[config.mk]
export PLATFORM = sky130hd
export DESIGN_NAME = eth_tx_framer
export DESIGN_NICKNAME = d
export VERILOG_FILES = /design/src/rtl/eth_pkg.sv /design/src/rtl/eth_crc32.sv /design/src/rtl/eth_tx_framer.sv
export SDC_FILE = /design/constraint.sdc
export NUM_CORES = 1
export LEC_CHECK = 0
export ABC_AREA = 1
export BUFFER_PORTS_ARGS = -buffer_cell sky130_fd_sc_hd__clkbuf_2
export CAP_MARGIN = 20
export CORE_UTILIZATION = 25
export DETAILED_ROUTE_END_ITERATION = 16
export GPL_TIMING_DRIVEN = 0
export PLACE_DENSITY_LB_ADDON = 0.12
export SYNTH_ARGS = -nofsm -noshare
export SYNTH_HDL_FRONTEND = slang
export SYNTH_HIERARCHICAL = 1
export SYNTH_SLANG_ARGS = --single-unit
[constraint.sdc]
create_clock -name clock -period 3.8 [get_ports clock]
set_input_delay 0.38 -clock clock [delete_from_list [all_inputs] [get_ports clock]]
set_output_delay 0.38 -clock clock [all_outputs]
set_load 0.02 [all_outputs]
[src/rtl/eth_pkg.sv]
// Shared Ethernet constants, framer state encoding and the byte-wide CRC-32 step.
// The receive path reuses these constants.
package eth_pkg;

    typedef enum logic [2:0] {
        ST_IDLE,
        ST_PRE,
        ST_HDR,
        ST_PAY,
        ST_PAD,
        ST_FCS,
        ST_UNDR,
        ST_IFG
    } tx_state_t;

    localparam logic [7:0]  PREAMBLE_BYTE  = 8'h55;
    localparam logic [7:0]  SFD_BYTE       = 8'hD5;
    localparam int          MIN_BODY_BYTES = 60;
    localparam logic [31:0] CRC_POLY       = 32'h04C11DB7;
    localparam logic [31:0] CRC_INIT       = 32'hFFFFFFFF;

    // Reflected (LSB-first) CRC-32 update for one byte.
    function automatic logic [31:0] crc32_next(input logic [31:0] crc, input logic [7:0] data);
        logic [31:0] poly_r;
        logic [31:0] c;
        for (int i = 0; i < 32; i++) poly_r[i] = CRC_POLY[31-i];
        c = crc ^ {24'h0, data};
        for (int i = 0; i < 8; i++) c = c[0] ? ((c >> 1) ^ poly_r) : (c >> 1);
        return c;
    endfunction

endpackage

[src/rtl/eth_crc32.sv]
// Byte-wide CRC-32 accumulator with synchronous clear and enable.
// Shared by the transmit framer and the receive FCS check.
module eth_crc32 (
    input  logic        clock,
    input  logic        reset,
    input  logic        clear,
    input  logic        enable,
    input  logic [7:0]  data,
    output logic [31:0] crc
);
    import eth_pkg::*;

    always_ff @(posedge clock) begin
        if (reset) begin
            crc <= CRC_INIT;
        end else if (clear) begin
            crc <= CRC_INIT;
        end else if (enable) begin
            crc <= crc32_next(crc, data);
        end
    end

endmodule

[src/rtl/eth_tx_framer.sv]
// GMII transmit framer: preamble, header words from data memory, payload queue words,
// zero pad to minimum body length, then FCS and inter-frame gap.
//
// state | meaning
// IDLE  | waiting for start
// PRE   | 7 x 55 + D5
// HDR   | header bytes from data memory
// PAY   | payload bytes from queue
// PAD   | zero fill up to minimum body
// FCS   | ~crc, LSB first
// UNDR  | single txer byte after queue underrun
// IFG   | idle gap, done on last cycle
module eth_tx_framer #(
    parameter int HDR_WORDS   = 4,
    parameter int PAYLOAD_MAX = 371,
    parameter int IFG_BYTES   = 12
) (
    input  logic        clock,
    input  logic        reset,
    input  logic        start,
    input  logic [9:0]  hdrBase,
    input  logic [8:0]  payloadWords,
    output logic        busy,
    output logic        done,
    output logic [9:0]  DMaddr,
    input  logic [31:0] DMdata,
    input  logic [31:0] plData,
    input  logic        plValid,
    output logic        plRead,
    output logic [7:0]  txd,
    output logic        txen,
    output logic        txer
);
    import eth_pkg::*;

    localparam logic [8:0]  HDR_LAST  = 9'(HDR_WORDS - 1);
    localparam logic [8:0]  PAY_MAX   = 9'(PAYLOAD_MAX);
    localparam logic [7:0]  IFG_LAST  = 8'(IFG_BYTES - 1);
    localparam logic [10:0] BODY_LAST = 11'(MIN_BODY_BYTES - 1);

    tx_state_t   state;
    logic [7:0]  cnt;
    logic [1:0]  bcnt;
    logic [8:0]  word_cnt;
    logic [8:0]  pay_len;
    logic [10:0] body_cnt;
    logic [23:0] hdr_word;
    logic [31:0] pay_word;
    logic [31:0] crc_val;
    logic [31:0] fcs;
    logic [7:0]  body_byte;
    logic [7:0]  fcs_byte;
    logic        crc_clr;
    logic        crc_en;

    // First header byte comes straight from the memory port; the rest from the held word.
    always_comb begin
        body_byte = 8'h00;
        case (state)
            ST_HDR: begin
                case (bcnt)
                    2'd0:    body_byte = DMdata[31:24];
                    2'd1:    body_byte = hdr_word[23:16];
                    2'd2:    body_byte = hdr_word[15:8];
                    default: body_byte = hdr_word[7:0];
                endcase
            end
            ST_PAY: begin
                case (bcnt)
                    2'd0:    body_byte = pay_word[31:24];
                    2'd1:    body_byte = pay_word[23:16];
                    2'd2:    body_byte = pay_word[15:8];
                    default: body_byte = pay_word[7:0];
                endcase
            end
            default: body_byte = 8'h00;
        endcase
    end

    assign fcs = ~crc_val;

    always_comb begin
        case (cnt[1:0])
            2'd0:    fcs_byte = fcs[7:0];
            2'd1:    fcs_byte = fcs[15:8];
            2'd2:    fcs_byte = fcs[23:16];
            default: fcs_byte = fcs[31:24];
        endcase
    end

    assign crc_clr = (state == ST_IDLE) && start;
    assign crc_en  = (state == ST_HDR) || (state == ST_PAY) || (state == ST_PAD);

    eth_crc32 u_crc (
        .clock  (clock),
        .reset  (reset),
        .clear  (crc_clr),
        .enable (crc_en),
        .data   (body_byte),
        .crc    (crc_val)
    );

    always_ff @(posedge clock) begin
        if (reset) begin
            state    <= ST_IDLE;
            busy     <= 1'b0;
            done     <= 1'b0;
            plRead   <= 1'b0;
            txen     <= 1'b0;
            txer     <= 1'b0;
            txd      <= 8'h00;
            DMaddr   <= 10'h000;
            cnt      <= 8'h00;
            bcnt     <= 2'd0;
            word_cnt <= 9'd0;
            pay_len  <= 9'd0;
            body_cnt <= 11'd0;
            hdr_word <= 24'h0;
            pay_word <= 32'h0;
        end else begin
            done   <= 1'b0;
            plRead <= 1'b0;
            case (state)
                ST_IDLE: begin
                    txen <= 1'b0;
                    txer <= 1'b0;
                    txd  <= 8'h00;
                    if (start) begin
                        pay_len  <= (payloadWords > PAY_MAX) ? PAY_MAX : payloadWords;
                        DMaddr   <= hdrBase;
                        busy     <= 1'b1;
                        cnt      <= 8'h00;
                        bcnt     <= 2'd0;
                        word_cnt <= 9'd0;
                        body_cnt <= 11'd0;
                        state    <= ST_PRE;
                    end
                end
                ST_PRE: begin
                    txen <= 1'b1;
                    txd  <= (cnt == 8'd7) ? SFD_BYTE : PREAMBLE_BYTE;
                    cnt  <= cnt + 8'd1;
                    if (cnt == 8'd7) begin
                        cnt   <= 8'h00;
                        state <= ST_HDR;
                    end
                end
                ST_HDR: begin
                    txen     <= 1'b1;
                    txd      <= body_byte;
                    body_cnt <= body_cnt + 11'd1;
                    bcnt     <= bcnt + 2'd1;
                    if (bcnt == 2'd0) hdr_word <= DMdata[23:0];
                    // Advance early enough for the one-cycle memory latency to settle.
                    if (bcnt == 2'd2) DMaddr <= DMaddr + 10'd1;
                    if (bcnt == 2'd3) begin
                        if (word_cnt == HDR_LAST) begin
                            word_cnt <= 9'd0;
                            if (pay_len == 9'd0) begin
                                state <= (body_cnt < BODY_LAST) ? ST_PAD : ST_FCS;
                            end else if (plValid) begin
                                pay_word <= plData;
                                plRead   <= 1'b1;
                                state    <= ST_PAY;
                            end else begin
                                state <= ST_UNDR;
                            end
                        end else begin
                            word_cnt <= word_cnt + 9'd1;
                        end
                    end
                end
                ST_PAY: begin
                    txen     <= 1'b1;
                    txd      <= body_byte;
                    body_cnt <= body_cnt + 11'd1;
                    bcnt     <= bcnt + 2'd1;
                    if (bcnt == 2'd3) begin
                        if (word_cnt == pay_len - 9'd1) begin
                            state <= (body_cnt < BODY_LAST) ? ST_PAD : ST_FCS;
                        end else if (plValid) begin
                            pay_word <= plData;
                            plRead   <= 1'b1;
                            word_cnt <= word_cnt + 9'd1;
                        end else begin
                            state <= ST_UNDR;
                        end
                    end
                end
                ST_PAD: begin
                    txen     <= 1'b1;
                    txd      <= 8'h00;
                    body_cnt <= body_cnt + 11'd1;
                    if (body_cnt == BODY_LAST) state <= ST_FCS;
                end
                ST_FCS: begin
                    txen <= 1'b1;
                    txd  <= fcs_byte;
                    cnt  <= cnt + 8'd1;
                    if (cnt == 8'd3) begin
                        cnt   <= 8'h00;
                        state <= ST_IFG;
                    end
                end
                ST_UNDR: begin
                    txen  <= 1'b1;
                    txer  <= 1'b1;
                    txd   <= 8'h00;
                    cnt   <= 8'h00;
                    state <= ST_IFG;
                end
                ST_IFG: begin
                    txen <= 1'b0;
                    txer <= 1'b0;
                    txd  <= 8'h00;
                    if (cnt == IFG_LAST) begin
                        done  <= 1'b1;
                        busy  <= 1'b0;
                        cnt   <= 8'h00;
                        state <= ST_IDLE;
                    end else begin
                        cnt <= cnt + 8'd1;
                    end
                end
                default: state <= ST_IDLE;
            endcase
        end
    end

endmodule

==> metrics.txt, run 1 <==
Post-synth EDFFs=0; xor-xnor portion of the synthesized cell area=3.16%; Comb pwr share=50.6%; Setup crit end kind=flop; post-synthesis sequential element count=153; total grt overflow=0; outcome=completed; H-Tree Level Count=4; cts hold-fix bufs=0; proportion of synthesized area in mux cells=0%; Routed Antenna Nets=0; synth warn=6; syn_area_per_cell=6.66 sq um; DP Cell Count=1883; initial core utilization=25.4%; fin crit period=3.49 ns; post-synthesis adder-cell area fraction=1.71%; Hold Path Depth=3; first-pass GRT wire length=48600 um; Clock Sinks=153; CTS root buffer=clkbuf_16; core region area=34500 sq um; Fmax achieved=286 MHz; CP startpoint kind=flop; power per cell area=809 nW/um^2; hold path startpoint=plData[8]; worst hold margin=0.165 ns; cell count after synthesis=1319; Design Power=0.00851 W; CTS tree=yes; Int Power=0.00441 W; worst clock skew=0.0121 ns; RSZ-0062 raised after global routing=false; Worst-path clk slew=0.07 ns; IR Drop Worst-Case VDD=0.000330 V; largest net degree at the start of global routing=17; Die Wd=189 um; Post-Syn Area=8780 sq um; Critical R2R Launch=bcnt[1]; static leakage=4.60 nW; Yosys top cell by area=dfxtp_1; Synth Area in Compound Gates=17.4%; Iteration-0 DRC Markers=602; Slew headroom=39.6%; CP Max Fanout=10; fin cells=1914; largest family of logic cells by synthesized area=simple AND/OR/NAND/NOR gates; # DRC=0; vias in the first global route=8475; Worst Tran Pin Value=0.896 ns; Post CTS Setup Buffer Count=0; ys flop type=dfxtp_1; Final Max Slew Viols=0; ratio of cells with drive above 1 in the final layout=17.5%; Area Overhead vs Synth=19.7%; Setup Viol. Count Final=0; Worst Hold Class=input port to flop; # nets final=1545; initial antenna violation count=0; diode count=0; Synth top area share=34.9%; Critical Path AT=3.82 ns; Critical Path RT=4.13 ns; crit path kind=flop to flop; Die ar.=35900 sq um; simple-gate share of the synthesized area=34.6%; vias per cell=4.65; Syn Nets=1418; IO buf count=109; Pre-Repair DR Iteration Count=7; Fin. Hold Viols=0; sequential share of the synthesized area=34.9%; Die Y=189 um; fill cell count=3925; FF-to-FF path depth=18; synth unique cells=54; final clock period utilization by the worst path=91.9%; Rows=68; cells taking the most area after synthesis=dfxtp_1, nand2_1, nor2_1; Reg power frac=27.9%; Final GP Congestion=0.834; fraction of registers with async set/reset=0%; worst skew pair latency=0.44 ns; detailed-placement wirelength estimate=23800 um; Max-Cap Viols=0; cts bufs inserted=17; Max Root-Sink Buffers=2; sw power=0.00409 W; WL final=31300 um; IO Pins=110; All-Layer GR Usage=17.8%; Clk pwr share=21.5%; Switching Fraction=48.1%; total number of vias=8904; Routed WL per cell=16.3 um; Critical path origin=bcnt[1]
==> critical path: stages (launching register included) <==
cell and delay (ns):
dfxtp_1 0.34, inv_1 0.08, ha_1 0.15, clkbuf_1 0.30, clkbuf_1 0.41, nand2_1 0.11, nand3_1 0.12, nand2_1 0.07
o21ai_0 0.64, nand2_1 0.12, nand2_1 0.20, nand2_1 0.12, nand2_4 0.11, nand2_4 0.06, nand2_4 0.09, inv_2 0.07
or2_1 0.23, nand3_1 0.07, nand2_1 0.06
==> placed cells by master, fill, tap and decap left out, types with 3 or more instances in the layout <==
cell type	count
nor4_1	5
a221oi_1	5
inv_1	104
or2_2	7
clkinv_4	3
bufinv_16	3
buf_2	9
o21ai_0	72
clkinvlp_4	3
o211ai_1	18
or2_1	3
buf_6	3
nand2_4	7
clkbuf_2	111
a21oi_1	105
and3_1	3
nand4_1	26
clkbuf_1	32
o221ai_1	10
nor3_1	13
xor2_1	22
inv_6	3
xnor2_1	6
a31oi_1	6
o21ai_1	13
dfxtp_1	153
inv_2	23
nand3_1	81
nand2_1	326
o22ai_1	10
ha_1	12
nor2_1	156
nand2_2	32
a21oi_2	10
a211oi_1	6
clkbuf_16	17
nor2_2	6
nor3b_1	4
==> stage by stage <==
stage	worst slack, ns	utilization (%)	cell area (sq um)	setup TNS [ns]
2_1_floorplan	1.25	-	8780	0
3_3_place_gp	-0.0639	28.7	9900	-0.0723
3_5_place_dp	-0.124	28.7	9900	-0.183
4_1_cts	0.111	30.4	10500	0
5_1_grt	0.0295	30.4	10500	0
6_report	0.309	30.4	10500	0
==> final timing paths <==
path / endpoint / slack, ns
setup reg to reg: u_crc/crc[26] / 0.31
setup / recovery: u_crc/crc[26] / 0.31
hold reg to reg: pay_word[16] / 0.47
hold / removal: pay_word[8] / 0.17
==> flip-flops by register name (all words and copies together), names as in the netlist, 2 cells and up <==
name       cells
DMaddr        10
bcnt           2
body_cnt      11
cnt            8
hdr_word      24
pay_len        9
pay_word      32
state          3
txd            8
u_crc/crc     32
word_cnt       9
==> timing repair <==
action,in CTS,in global routing
resized for setup,1,8
endpoints found under the setup margin,5,17
hold endpoints to repair,0,0
==> layout make-up <==
class,count,area (sq um),share of cell area (%)
well taps,455,569,5.42
multi-input cells,986,4990,47.5
clock inverters,13,168,1.60
repair buffers,109,546,5.19
inverters,131,498,4.74
plain buffers,48,231,2.20
flip-flops and latches,153,3060,29.1
clock buffers,19,443,4.21
==> synthesized netlist by cell type (all sizes together) (10+ instances only) <==
library cell,instances
o221ai,10
ha,12
a21oi,115
dfxtp,153
nand3,82
nand2,365
o211ai,19
o22ai,10
nor2,165
xor2,24
buf,15
clkbuf,34
or2,11
inv,128
o21ai,85
nand4,28
nor3,15
==> kinds of logic (layout without fill, tap and decap cells) <==
group                    Yosys count  after routing
adder cells (fa/ha/maj)           12             12
AO/OA/AOI/OAI                    264            264
flip-flops                       153            153
buffers and inverters            180            320
AND/OR/NAND/NOR                  680            680
XOR/XNOR                          30             30
==> per-layer routing <==
metal	up-vias	global-route usage, %	wire, um
met5	-	0	0
met4	0	5.37	489
met3	24	2.76	1130
met1	4098	24.8	15700
li1	4593	-	-
met2	189	27.9	14000
==> power by group through the flow <==
stage / clock (W) / sequential, W / combinational [W]
finish: 0.00183 / 0.00238 / 0.00430
global route: 0.00194 / 0.00244 / 0.00487
CTS: 0.00188 / 0.00238 / 0.00432
detailed placement: 0 / 0.00241 / 0.00430
global placement: 0 / 0.00241 / 0.00428
floorplan: 0 / 0.00238 / 0.00307
Power figures use the tool's default switching activity.
==> run 2: changes to the inputs <==
- ABC_AREA: 1 -> default
- CORE_UTILIZATION: 25 -> 63
==> run 2 against run 1 <==
Fmax shrank 4.7%. Die area is 63% lower. Core utilization is 45 points higher. Total power fell by 17%. Clock skew is 0.0016 ns lower. Sequential share of layout area rose by 3.0 points. Critical endpoint is now u_crc/crc[25]. Area after synthesis is 7.5% lower.
==> metrics.txt, run 2 <==
Fin. Hold Viols=0; Clock Sinks=153; crit path kind=flop to flop; cts hold-fix bufs=0; Syn Nets=1046; cts bufs inserted=17; dominant cell by count in the synthesized netlist=dfxtp_1; cells taking the most area after synthesis=dfxtp_1, nand2_1, nor2_1; Clk pwr share=23.8%; CTS root buffer=clkbuf_16; Int Power=0.00415 W; final core occ=75.6%; sequential share of the synthesized area=37.7%; Design Power=0.00710 W; Rows=41; sw power=0.00295 W; initial antenna violation count=0; Die ar.=13400 sq um; # nets final=1180; commonest non-fill, non-tap cell in the layout=dfxtp_1; All-Layer GR Usage=34.3%; Slew headroom=35.4%; Final Cell Area=9540 sq um; Iteration-0 DRC Markers=723; Post-Syn Area=8120 sq um; total grt overflow=0; fin cells=1266; vias in the first global route=6948; largest net degree at the start of global routing=17; Final GP Congestion=0.953; cell count after synthesis=947; Synth top area share=37.7%; CTS tree=yes; syn_area_per_cell=8.58 sq um; CP Max Fanout=10; static leakage=3.75 nW; IO Pins=110; diode count=0; core region area=12600 sq um; synth warn=6; Setup Viol. Count Final=0; post-synthesis sequential element count=153; Critical Path RT=4.07 ns; top cells by count, synth=dfxtp_1, nand2_1, nor2_1; vias per cell=5.97; Switching Fraction=41.5%; Post-synth EDFFs=0; fraction of registers with async set/reset=0%; Max Root-Sink Buffers=2; Die Wd=116 um; worst clock skew=0.0105 ns; Worst Tran Pin Value=0.961 ns; Routed WL per cell=17.7 um; fin crit period=3.66 ns; placed cell areas=8880 sq um; power per cell area=744 nW/um^2; Pre-Repair DR Iteration Count=6; Routed Antenna Nets=0; Reg power frac=29.6%; final clock period utilization by the worst path=96.3%; Worst-path clk slew=0.07 ns; # DRC=0; worst skew pair latency=0.44 ns; commonest non-fill, non-tap cells in the layout=dfxtp_1, nand2_1, nor2_1; outcome=completed; ys flop type=dfxtp_1; IO buf count=109; Worst Hold Class=input port to flop; Critical Path AT=3.93 ns; ratio of cells with drive above 1 in the final layout=18.0%; Comb pwr share=46.5%; detailed-placement wirelength estimate=15700 um; CP startpoint kind=flop; RSZ-0062 raised after global routing=false; fill cell count=967; initial core utilization=64.4%; synth unique cells=73; DP Cell Count=1228; Final Max Slew Viols=0; Yosys top cell by area=dfxtp_1; Max-Cap Viols=0; Area Overhead vs Synth=17.5%; first-pass GRT wire length=35200 um; biggest registers after layout=pay_word (32), u_crc/crc (32), hdr_word (24); WL final=22400 um; IR Drop Worst-Case VDD=0.000372 V; Fmax achieved=273 MHz; total number of vias=7554; worst hold margin=0.157 ns; H-Tree Level Count=4; Setup crit end kind=flop; Die Y=116 um
[run 2: cell count changes in the layout (fill, tap and decap cells not counted), moves of 16 or more]
| cell | delta |
|---|---|
| a21oi_1 | -34 |
| a222oi_1 | +16 |
| inv_1 | -87 |
| inv_2 | -19 |
| mux2i_1 | +38 |
| nand2_1 | -197 |
| nand2_2 | -32 |
| nand3_1 | -65 |
| nand4_1 | -17 |
| nor2_1 | -30 |
| o21ai_0 | -35 |
| xnor2_1 | +47 |
[run 2: power by group through the flow]
stage	clock network [W]	logic [W]	registers, W
6_report	0.00169	0.00330	0.00211
5_1_grt	0.00176	0.00355	0.00213
4_1_cts	0.00169	0.00318	0.00209
3_5_place_dp	0	0.00313	0.00212
3_3_place_gp	0	0.00308	0.00212
2_1_floorplan	0	0.00242	0.00214
[run 2: cell families after synthesis]
kind of cell               synth area share (%)
DFF                                        37.7
adders and majority gates                  1.85
AOI/OAI and AO/OA                          19.8
buffers and inverters                      3.93
xor gates and xnor gates                   12.6
and+or+nand+nor                            19.2
muxes                                      4.96
[run 2: metrics by stage]
stage / TNS [ns] / setup slack, ns
finish: 0 / 0.139
floorplan: 0 / 0.776
global route: 0 / 0.0349
CTS: 0 / 0.0790
global placement: -0.187 / -0.0669
detailed placement: -0.188 / -0.0802
[run 2: per-layer routing]
metal  track usage (%)  part of all wire [%]
met5                 0                     0
met4              13.7                   2.6
met3              8.42                   8.3
met2              55.2                    46
met1              44.4                    43
[run 2: layout make-up]
| class | instances | area [sq um] | area share, % |
|---|---|---|---|
| buffer | 51 | 236 | 2.48 |
| clock buffer | 20 | 457 | 4.79 |
| clock inverter | 12 | 133 | 1.39 |
| inverter | 22 | 82.6 | 0.866 |
| multi-input combinational | 720 | 4760 | 49.8 |
| sequential | 153 | 3060 | 32.1 |
| tap | 172 | 215 | 2.26 |
| timing repair buffer | 116 | 598 | 6.27 |
[run 2: what timing repair did]
| item | in CTS | in global routing |
|---|---|---|
| pin swaps | 0 | 2 |
| setup endpoints to repair | 7 | 10 |
| resized for setup | 1 | 7 |
| setup buffers | 0 | 7 |
[run 2: critical path, stage by stage, from the launching register on]
cell and delay [ns]:
dfxtp_1 0.33, clkbuf_1 0.44, clkbuf_1 0.46, nand3_1 0.40, o22ai_1 0.58, xnor2_4 0.24, xnor2_1 0.43, xor2_2 0.27
xnor2_1 0.19, o211ai_1 0.13
[run 2: final timing paths]
check | cells after the start | slack (ns) | endpoint | start
setup / recovery | 9 | 0.14 | u_crc/crc[25] | state[0]
setup reg to reg | 9 | 0.14 | u_crc/crc[25] | state[0]
hold / removal | 3 | 0.16 | hdr_word[15] | DMdata[15]
hold reg to reg | 2 | 0.46 | hdr_word[12] | hdr_word[12]
